--- src/rtl/alu_issue_if.sv ---
// alu_issue_if: upstream instruction handshake plus the issued ALU operation
// for the execute-stage issue register. The slave modport is the issue
// register's view; master is the surrounding pipeline's view.
// Also provides the shared ALU opcode encoding when no other file has.

`ifndef ALUADD
`define ALUADD  4'd0
`define ALUSUB  4'd1
`define ALUSLL  4'd2
`define ALUSLT  4'd3
`define ALUSLTU 4'd4
`define ALUXOR  4'd5
`define ALUSRL  4'd6
`define ALUSRA  4'd7
`define ALUOR   4'd8
`define ALUAND  4'd9
`endif

interface alu_issue_if #(
    parameter int XLEN = 32,
    parameter int OPW  = 4
);
    logic            in_valid;
    logic            in_ready;
    logic [31:0]     instr;
    logic [XLEN-1:0] pc;
    logic [XLEN-1:0] rs1_data;
    logic [XLEN-1:0] rs2_data;
    logic            out_valid;
    logic            out_ready;
    logic [OPW-1:0]  alu_op;
    logic [XLEN-1:0] alu_a;
    logic [XLEN-1:0] alu_b;
    logic [4:0]      rd;
    logic            illegal;

    modport slave (
        input  in_valid, instr, pc, rs1_data, rs2_data, out_ready,
        output in_ready, out_valid, alu_op, alu_a, alu_b, rd, illegal
    );

    modport master (
        output in_valid, instr, pc, rs1_data, rs2_data, out_ready,
        input  in_ready, out_valid, alu_op, alu_a, alu_b, rd, illegal
    );
endinterface

--- src/rtl/alu_issue.sv ---
// alu_issue: execute-stage issue register. Decodes OP / OP-IMM / LUI / AUIPC
// RV32I instructions into an ALU opcode and operands, held in a single
// valid/ready register with stall and flush. Unsupported encodings issue as a
// benign ADD 0,0 -> x0 with illegal set.
// Optional: define ALU_ISSUE_PERF_EN to add issued_cnt / illegal_cnt counters.

module alu_issue #(
    parameter int XLEN = 32,
    parameter int OPW  = 4
) (
    input  logic        clk,
    input  logic        rst_n,
    input  logic        flush,
`ifdef ALU_ISSUE_PERF_EN
    output logic [31:0] issued_cnt,
    output logic [31:0] illegal_cnt,
`endif
    alu_issue_if.slave  bus
);

    localparam logic [6:0] OPC_OP    = 7'b0110011;
    localparam logic [6:0] OPC_IMM   = 7'b0010011;
    localparam logic [6:0] OPC_LUI   = 7'b0110111;
    localparam logic [6:0] OPC_AUIPC = 7'b0010111;
    localparam logic [6:0] F7_BASE   = 7'b0000000;
    localparam logic [6:0] F7_ALT    = 7'b0100000;

    // funct3 to base ALU operation (ADD/SRL variants before funct7 refinement)
    function automatic logic [OPW-1:0] base_op(input logic [2:0] f3);
        case (f3)
            3'b000:  return `ALUADD;
            3'b001:  return `ALUSLL;
            3'b010:  return `ALUSLT;
            3'b011:  return `ALUSLTU;
            3'b100:  return `ALUXOR;
            3'b101:  return `ALUSRL;
            3'b110:  return `ALUOR;
            default: return `ALUAND;
        endcase
    endfunction

    logic [6:0]        opcode;
    logic [2:0]        funct3;
    logic [6:0]        funct7;
    logic signed [11:0] imm12;
    logic signed [31:0] immu;
    logic [XLEN-1:0]   imm_i;
    logic [XLEN-1:0]   imm_u;
    logic [XLEN-1:0]   shamt;

    assign opcode = bus.instr[6:0];
    assign funct3 = bus.instr[14:12];
    assign funct7 = bus.instr[31:25];
    assign imm12  = bus.instr[31:20];
    assign immu   = {bus.instr[31:12], 12'b0};
    assign imm_i  = XLEN'(imm12);
    assign imm_u  = XLEN'(immu);
    assign shamt  = XLEN'(bus.instr[24:20]);

    logic [OPW-1:0]  dec_op;
    logic [XLEN-1:0] dec_a;
    logic [XLEN-1:0] dec_b;
    logic [4:0]      dec_rd;
    logic            dec_ill;

    // Decode the incoming instruction; illegal encodings collapse to ADD 0,0 -> x0
    always_comb begin
        dec_op  = `ALUADD;
        dec_a   = '0;
        dec_b   = '0;
        dec_ill = 1'b0;
        case (opcode)
            OPC_OP: begin
                dec_a = bus.rs1_data;
                dec_b = bus.rs2_data;
                if (funct7 == F7_BASE) begin
                    dec_op = base_op(funct3);
                end else if (funct7 == F7_ALT && funct3 == 3'b000) begin
                    dec_op = `ALUSUB;
                end else if (funct7 == F7_ALT && funct3 == 3'b101) begin
                    dec_op = `ALUSRA;
                end else begin
                    dec_ill = 1'b1;
                end
            end
            OPC_IMM: begin
                dec_a  = bus.rs1_data;
                dec_b  = imm_i;
                dec_op = base_op(funct3);
                if (funct3 == 3'b001) begin
                    dec_b = shamt;
                    if (funct7 != F7_BASE) dec_ill = 1'b1;
                end else if (funct3 == 3'b101) begin
                    dec_b = shamt;
                    if (funct7 == F7_ALT) dec_op = `ALUSRA;
                    else if (funct7 != F7_BASE) dec_ill = 1'b1;
                end
            end
            OPC_LUI: begin
                dec_a = '0;
                dec_b = imm_u;
            end
            OPC_AUIPC: begin
                dec_a = bus.pc;
                dec_b = imm_u;
            end
            default: dec_ill = 1'b1;
        endcase
        if (dec_ill) begin
            dec_op = `ALUADD;
            dec_a  = '0;
            dec_b  = '0;
        end
        dec_rd = dec_ill ? 5'd0 : bus.instr[11:7];
    end

    logic            vld_p1;
    logic [OPW-1:0]  op_p1;
    logic [XLEN-1:0] a_p1;
    logic [XLEN-1:0] b_p1;
    logic [4:0]      rd_p1;
    logic            ill_p1;
    logic            accept;

    assign bus.in_ready = !flush && (!vld_p1 || bus.out_ready);
    assign accept       = bus.in_valid && bus.in_ready;

    // ---- stage p1: issue register (flush beats accept and drain) ----
    always_ff @(posedge clk) begin
        if (!rst_n) begin
            vld_p1 <= 1'b0;
            op_p1  <= '0;
            a_p1   <= '0;
            b_p1   <= '0;
            rd_p1  <= '0;
            ill_p1 <= 1'b0;
        end else if (flush) begin
            vld_p1 <= 1'b0;
        end else if (accept) begin
            vld_p1 <= 1'b1;
            op_p1  <= dec_op;
            a_p1   <= dec_a;
            b_p1   <= dec_b;
            rd_p1  <= dec_rd;
            ill_p1 <= dec_ill;
        end else if (bus.out_ready) begin
            vld_p1 <= 1'b0;
        end
    end

    assign bus.out_valid = vld_p1;
    assign bus.alu_op    = op_p1;
    assign bus.alu_a     = a_p1;
    assign bus.alu_b     = b_p1;
    assign bus.rd        = rd_p1;
    assign bus.illegal   = ill_p1;

`ifdef ALU_ISSUE_PERF_EN
    // Count downstream handshakes, and those carrying an illegal entry
    always_ff @(posedge clk) begin
        if (!rst_n) begin
            issued_cnt  <= '0;
            illegal_cnt <= '0;
        end else if (vld_p1 && bus.out_ready) begin
            issued_cnt <= issued_cnt + 32'd1;
            if (ill_p1) illegal_cnt <= illegal_cnt + 32'd1;
        end
    end
`endif

endmodule
--- src/flat_wrapper.sv ---
// flat-port wrapper written by rule: the top's interface ports become plain ports
module alu_issue_flat 
#(
    parameter int XLEN = 32,
    parameter int OPW  = 4
)
  (clk, rst_n, flush, bus_in_valid, bus_instr, bus_pc, bus_rs1_data, bus_rs2_data, bus_out_ready, bus_in_ready, bus_out_valid, bus_alu_op, bus_alu_a, bus_alu_b, bus_rd, bus_illegal);
  alu_issue_if #(.XLEN(XLEN), .OPW(OPW)) bus_i ();
  input  logic clk;
  input  logic rst_n;
  input  logic flush;
  input wire logic [$bits(bus_i.in_valid)-1:0] bus_in_valid;
  input wire logic [$bits(bus_i.instr)-1:0] bus_instr;
  input wire logic [$bits(bus_i.pc)-1:0] bus_pc;
  input wire logic [$bits(bus_i.rs1_data)-1:0] bus_rs1_data;
  input wire logic [$bits(bus_i.rs2_data)-1:0] bus_rs2_data;
  input wire logic [$bits(bus_i.out_ready)-1:0] bus_out_ready;
  output wire logic [$bits(bus_i.in_ready)-1:0] bus_in_ready;
  output wire logic [$bits(bus_i.out_valid)-1:0] bus_out_valid;
  output wire logic [$bits(bus_i.alu_op)-1:0] bus_alu_op;
  output wire logic [$bits(bus_i.alu_a)-1:0] bus_alu_a;
  output wire logic [$bits(bus_i.alu_b)-1:0] bus_alu_b;
  output wire logic [$bits(bus_i.rd)-1:0] bus_rd;
  output wire logic [$bits(bus_i.illegal)-1:0] bus_illegal;
  assign bus_i.in_valid = bus_in_valid;
  assign bus_i.instr = bus_instr;
  assign bus_i.pc = bus_pc;
  assign bus_i.rs1_data = bus_rs1_data;
  assign bus_i.rs2_data = bus_rs2_data;
  assign bus_i.out_ready = bus_out_ready;
  assign bus_in_ready = bus_i.in_ready;
  assign bus_out_valid = bus_i.out_valid;
  assign bus_alu_op = bus_i.alu_op;
  assign bus_alu_a = bus_i.alu_a;
  assign bus_alu_b = bus_i.alu_b;
  assign bus_rd = bus_i.rd;
  assign bus_illegal = bus_i.illegal;
  alu_issue #(.XLEN(XLEN), .OPW(OPW)) u_core (.clk(clk), .rst_n(rst_n), .flush(flush), .bus(bus_i));
endmodule
--- config.mk ---
export PLATFORM = sky130hd
export DESIGN_NAME = alu_issue_flat
export DESIGN_NICKNAME = d
export VERILOG_FILES = /design/src/rtl/alu_issue_if.sv /design/src/rtl/alu_issue.sv /design/src/flat_wrapper.sv
export SDC_FILE = /design/constraint.sdc
export NUM_CORES = 1
export LEC_CHECK = 0
export CAP_MARGIN = 20
export CELL_PAD_IN_SITES_DETAIL_PLACEMENT = 0
export CELL_PAD_IN_SITES_GLOBAL_PLACEMENT = 1
export CORE_MARGIN = 2
export CORE_UTILIZATION = 24
export CTS_CLUSTER_DIAMETER = 30
export DETAILED_ROUTE_END_ITERATION = 8
export GPL_TIMING_DRIVEN = 1
export PLACE_DENSITY = 0.79
export SLEW_MARGIN = 20
export SYNTH_ARGS = -nofsm -noshare
export SYNTH_HDL_FRONTEND = slang
export SYNTH_SLANG_ARGS = --single-unit
--- constraint.sdc ---
create_clock -name clk -period 2.3 [get_ports clk]
set_input_delay 0.345 -clock clk [delete_from_list [all_inputs] [get_ports clk]]
set_output_delay 0.345 -clock clk [all_outputs]
set_load 0.05 [all_outputs]
==> summary.txt <==
Outcome
  – Status: finished clean

Global routing
  – Initial antenna violation count: 0
  – Tot GR Track Use: 0.159
  – Vias in the first global route: 4,226
  – Largest net degree at the start of global routing: 74
  – Overflow after GRT: 0
  – First-pass GRT wire length: 21,000 µm

Logic synthesis
  – Post-synth EDFFs: 0
  – Syn Std Cell Area: 3810 µm²
  – Synth warn: 0
  – Top cells by area, synth: dfxtp_1 (39%), nand2_1 (13%), o21ai_0 (9.8%)
  – Average cell area after synthesis: 7.21 µm²
  – Async set or reset register ratio after synthesis: 0
  – Flops & latches, synth: 75
  – Top FF cell, synth: dfxtp_1
  – Gate Count Post-Synth: 529
  – Register area share after synthesis: 0.394
  – Synthesized Nets: 662
  – Commonest cells in the netlist: nand2_1 (129), dfxtp_1 (75), o21ai_0 (75), inv_1 (52), clkbuf_1 (42)
  – Area share of the largest cell type after synthesis: 0.394
  – Most frequent cell after synthesis: nand2_1
  – Leading area contributor after synthesis: dfxtp_1
  – Synth unique cells: 45

Clocking
  – Clk root buf: clkbuf_16
  – Num CTS Buffers: 9
  – Clock sinks: 75
  – Clk Latency, worst-skew pair: 0.33 ns
  – H-tree levels: 3
  – Clock Tree Buf Depth: 2
  – TritonCTS clock tree: yes
  – CTS clk-pin slew, worst paths: 0.06 ns

Detailed routing
  – Vias: 4,352
  – DRC: 0
  – WL final: 14,100 µm
  – ANT nets after route: 0
  – Avg Vias per Cell: 4.54
  – Average wire per standard cell: 14.7 µm
  – First drt pass iteration count: 4
  – Starting DRC count in detailed routing: 215

Min path
  – Hold crit path type: in -> reg
  – Hold_sp: rst_n
  – Hold path depth: 3

Finish
  – Fraction of final layout cells sized beyond drive strength 1: 0.105
  – Fin cells: 959
  – Fin area: 6720 µm²
  – Area Growth Syn to Fin: 76.3%
  – Reg area: 1500 µm²
  – Fill cells: 1,576
  – Fin nets: 871
  – Diode count: 0
  – Multi-input gate area: 2000 µm²

STA
  – Slew Limit Fails: 0
  – Final Hold Viols: 0
  – RSZ-0062 raised after global routing: no
  – Clock Skew: 0.00454 ns
  – Slew HR: 0.327
  – Tmin final: 2.16 ns
  – Hold_ws: 0.415 ns
  – Worst-margin pin slew: 1.01 ns
  – Final setup viols: 0
  – Max Clk Rate: 463 MHz
  – Final period utilization: 0.939

Critical path
  – Worst setup path end: u_core.bus.alu_b[26]
  – Worst r2r src: u_core.bus.out_valid
  – Critical Path Sink Type: flip-flop
  – WP data arrival: 2.37 ns
  – Critical path fanouts, max: 19
  – Critical Path RT: 2.51 ns
  – FF-to-FF setup slack: 0.58 ns
  – Crit Path Class: in -> reg
  – Start point of the critical path: bus_instr[12]
  – Reg2reg path depth: 5
  – RR Endpoint: u_core.bus.alu_b[1]
  – Type of origin of the critical path: primary input

Pwr
  – P per Cell Area: 518 nW/µm²
  – Max VDD drop: 0.000373 V
  – Leakage: 2.61 nW

Floorplan
  – Total core area: 15,700 µm²
  – FP Rows: 46
  – Die X: 130 µm
  – Die Y-Extent: 130 µm
  – Die ar.: 16,900 µm²
  – I/O pin count: 209
  – Starting Density: 0.243

Placement
  – Area after DPL: 6280 µm²
  – Gpl congestion: 0.868
  – I/O Buffers: 208
  – Inst Count DP: 940
  – Detailed Place HPWL: 10,400 µm

Job
  – Max cap viols: 0
## routing by layer
layer  part of all wire  vias up  global-route usage
li1                   -     2194                   -
met1               0.41     1999               0.182
met2               0.48      139               0.273
met3              0.078       20              0.0570
met4              0.024        0              0.0569
met5                  0        -                   0
## through the flow
| stage | TNS (ns) | power [W] | utilization | setup slack [ns] |
|---|---|---|---|---|
| final | 0 | 0.00348 | 0.428 | 0.141 |
| after global routing | 0 | 0.00362 | 0.428 | 0.00829 |
| after CTS | 0 | 0.00351 | 0.424 | 0.000622 |
| after detailed placement | -23.34 | 0.00188 | 0.400 | -0.453 |
| after global placement | -17.89 | 0.00187 | 0.400 | -0.352 |
| after floorplan | 0 | 0.00155 | - | 0.116 |
## state kept, by name, indices dropped and copies added (netlist names)
signal	count
u_core.bus.alu_a	32
u_core.bus.alu_b	32
u_core.bus.rd	5
u_core.bus.alu_op	4
u_core.bus.illegal	1
u_core.bus.out_valid	1
## power by group
group          switching, W  internal, W  total (W)
clock network      0.000568      0.00106    0.00163
logic              0.000250     0.000299   0.000549
registers        0.00000226      0.00130    0.00131
total              0.000820      0.00266    0.00348
## layout by cell type, fill, tap and decap left out, drive strengths merged, types with 2 or more instances in the layout
cell type and n:
clkbuf 11, xnor2 2, o21ai 86, nor4b 2
clkinvlp 2, nor3 8, inv 52, clkdlybuf4s50 200
and2 2, dfxtp 75, nand4 3, buf 38
dlymetal6s2s 4, a21oi 8, bufinv 3, a21boi 21
a221o 19, nand3 39, nand2b 2, mux2i 5
o31ai 2, nor2b 5, or4b 2, nand2 129
nor2 6
## logic make-up (layout without fill, tap and decap cells)
kind of cell,Yosys count,in the layout,synth area share
muxes,5,5,0.0131
and+or+nand+nor,201,202,0.233
DFF,75,75,0.394
buffers and inverters,98,311,0.0990
AOI/OAI and AO/OA,147,147,0.254
xor gates and xnor gates,3,3,0.00689
## timing repair
item / 4_1_cts / 5_1_grt
pin swaps: 3 / 11
setup buffers: 2 / 0
resized for setup: 8 / 42
setup endpoints to repair: 50 / 66
hold buffers: 0 / 0
gates cloned: 0 / 2
## layout make-up
type	count	share of cell area
multi-input cells	357	0.298
clock buffers	10	0.0341
clock inverters	6	0.0169
inverters	52	0.0290
well taps	216	0.0402
flip-flops and latches	75	0.223
repair buffers	243	0.359
## worst min-delay path by stage
stage,slack [ns],to
3_3_place_gp,0.44,u_core.bus.alu_op[2]
6_report,0.42,u_core.bus.alu_a[22]
5_1_grt,0.43,u_core.bus.alu_b[23]
4_1_cts,0.41,u_core.bus.alu_a[23]
3_5_place_dp,0.45,u_core.bus.alu_op[2]
2_1_floorplan,0.48,u_core.bus.rd[0]
## critical path: stages
cell and delay (ns):
clkdlybuf4s50_1 0.58, nor2b_1 0.21, nor2_1 0.09, a21oi_2 0.77, a221o_1 0.30, a21boi_0 0.08
Power figures use the tool's default switching activity.
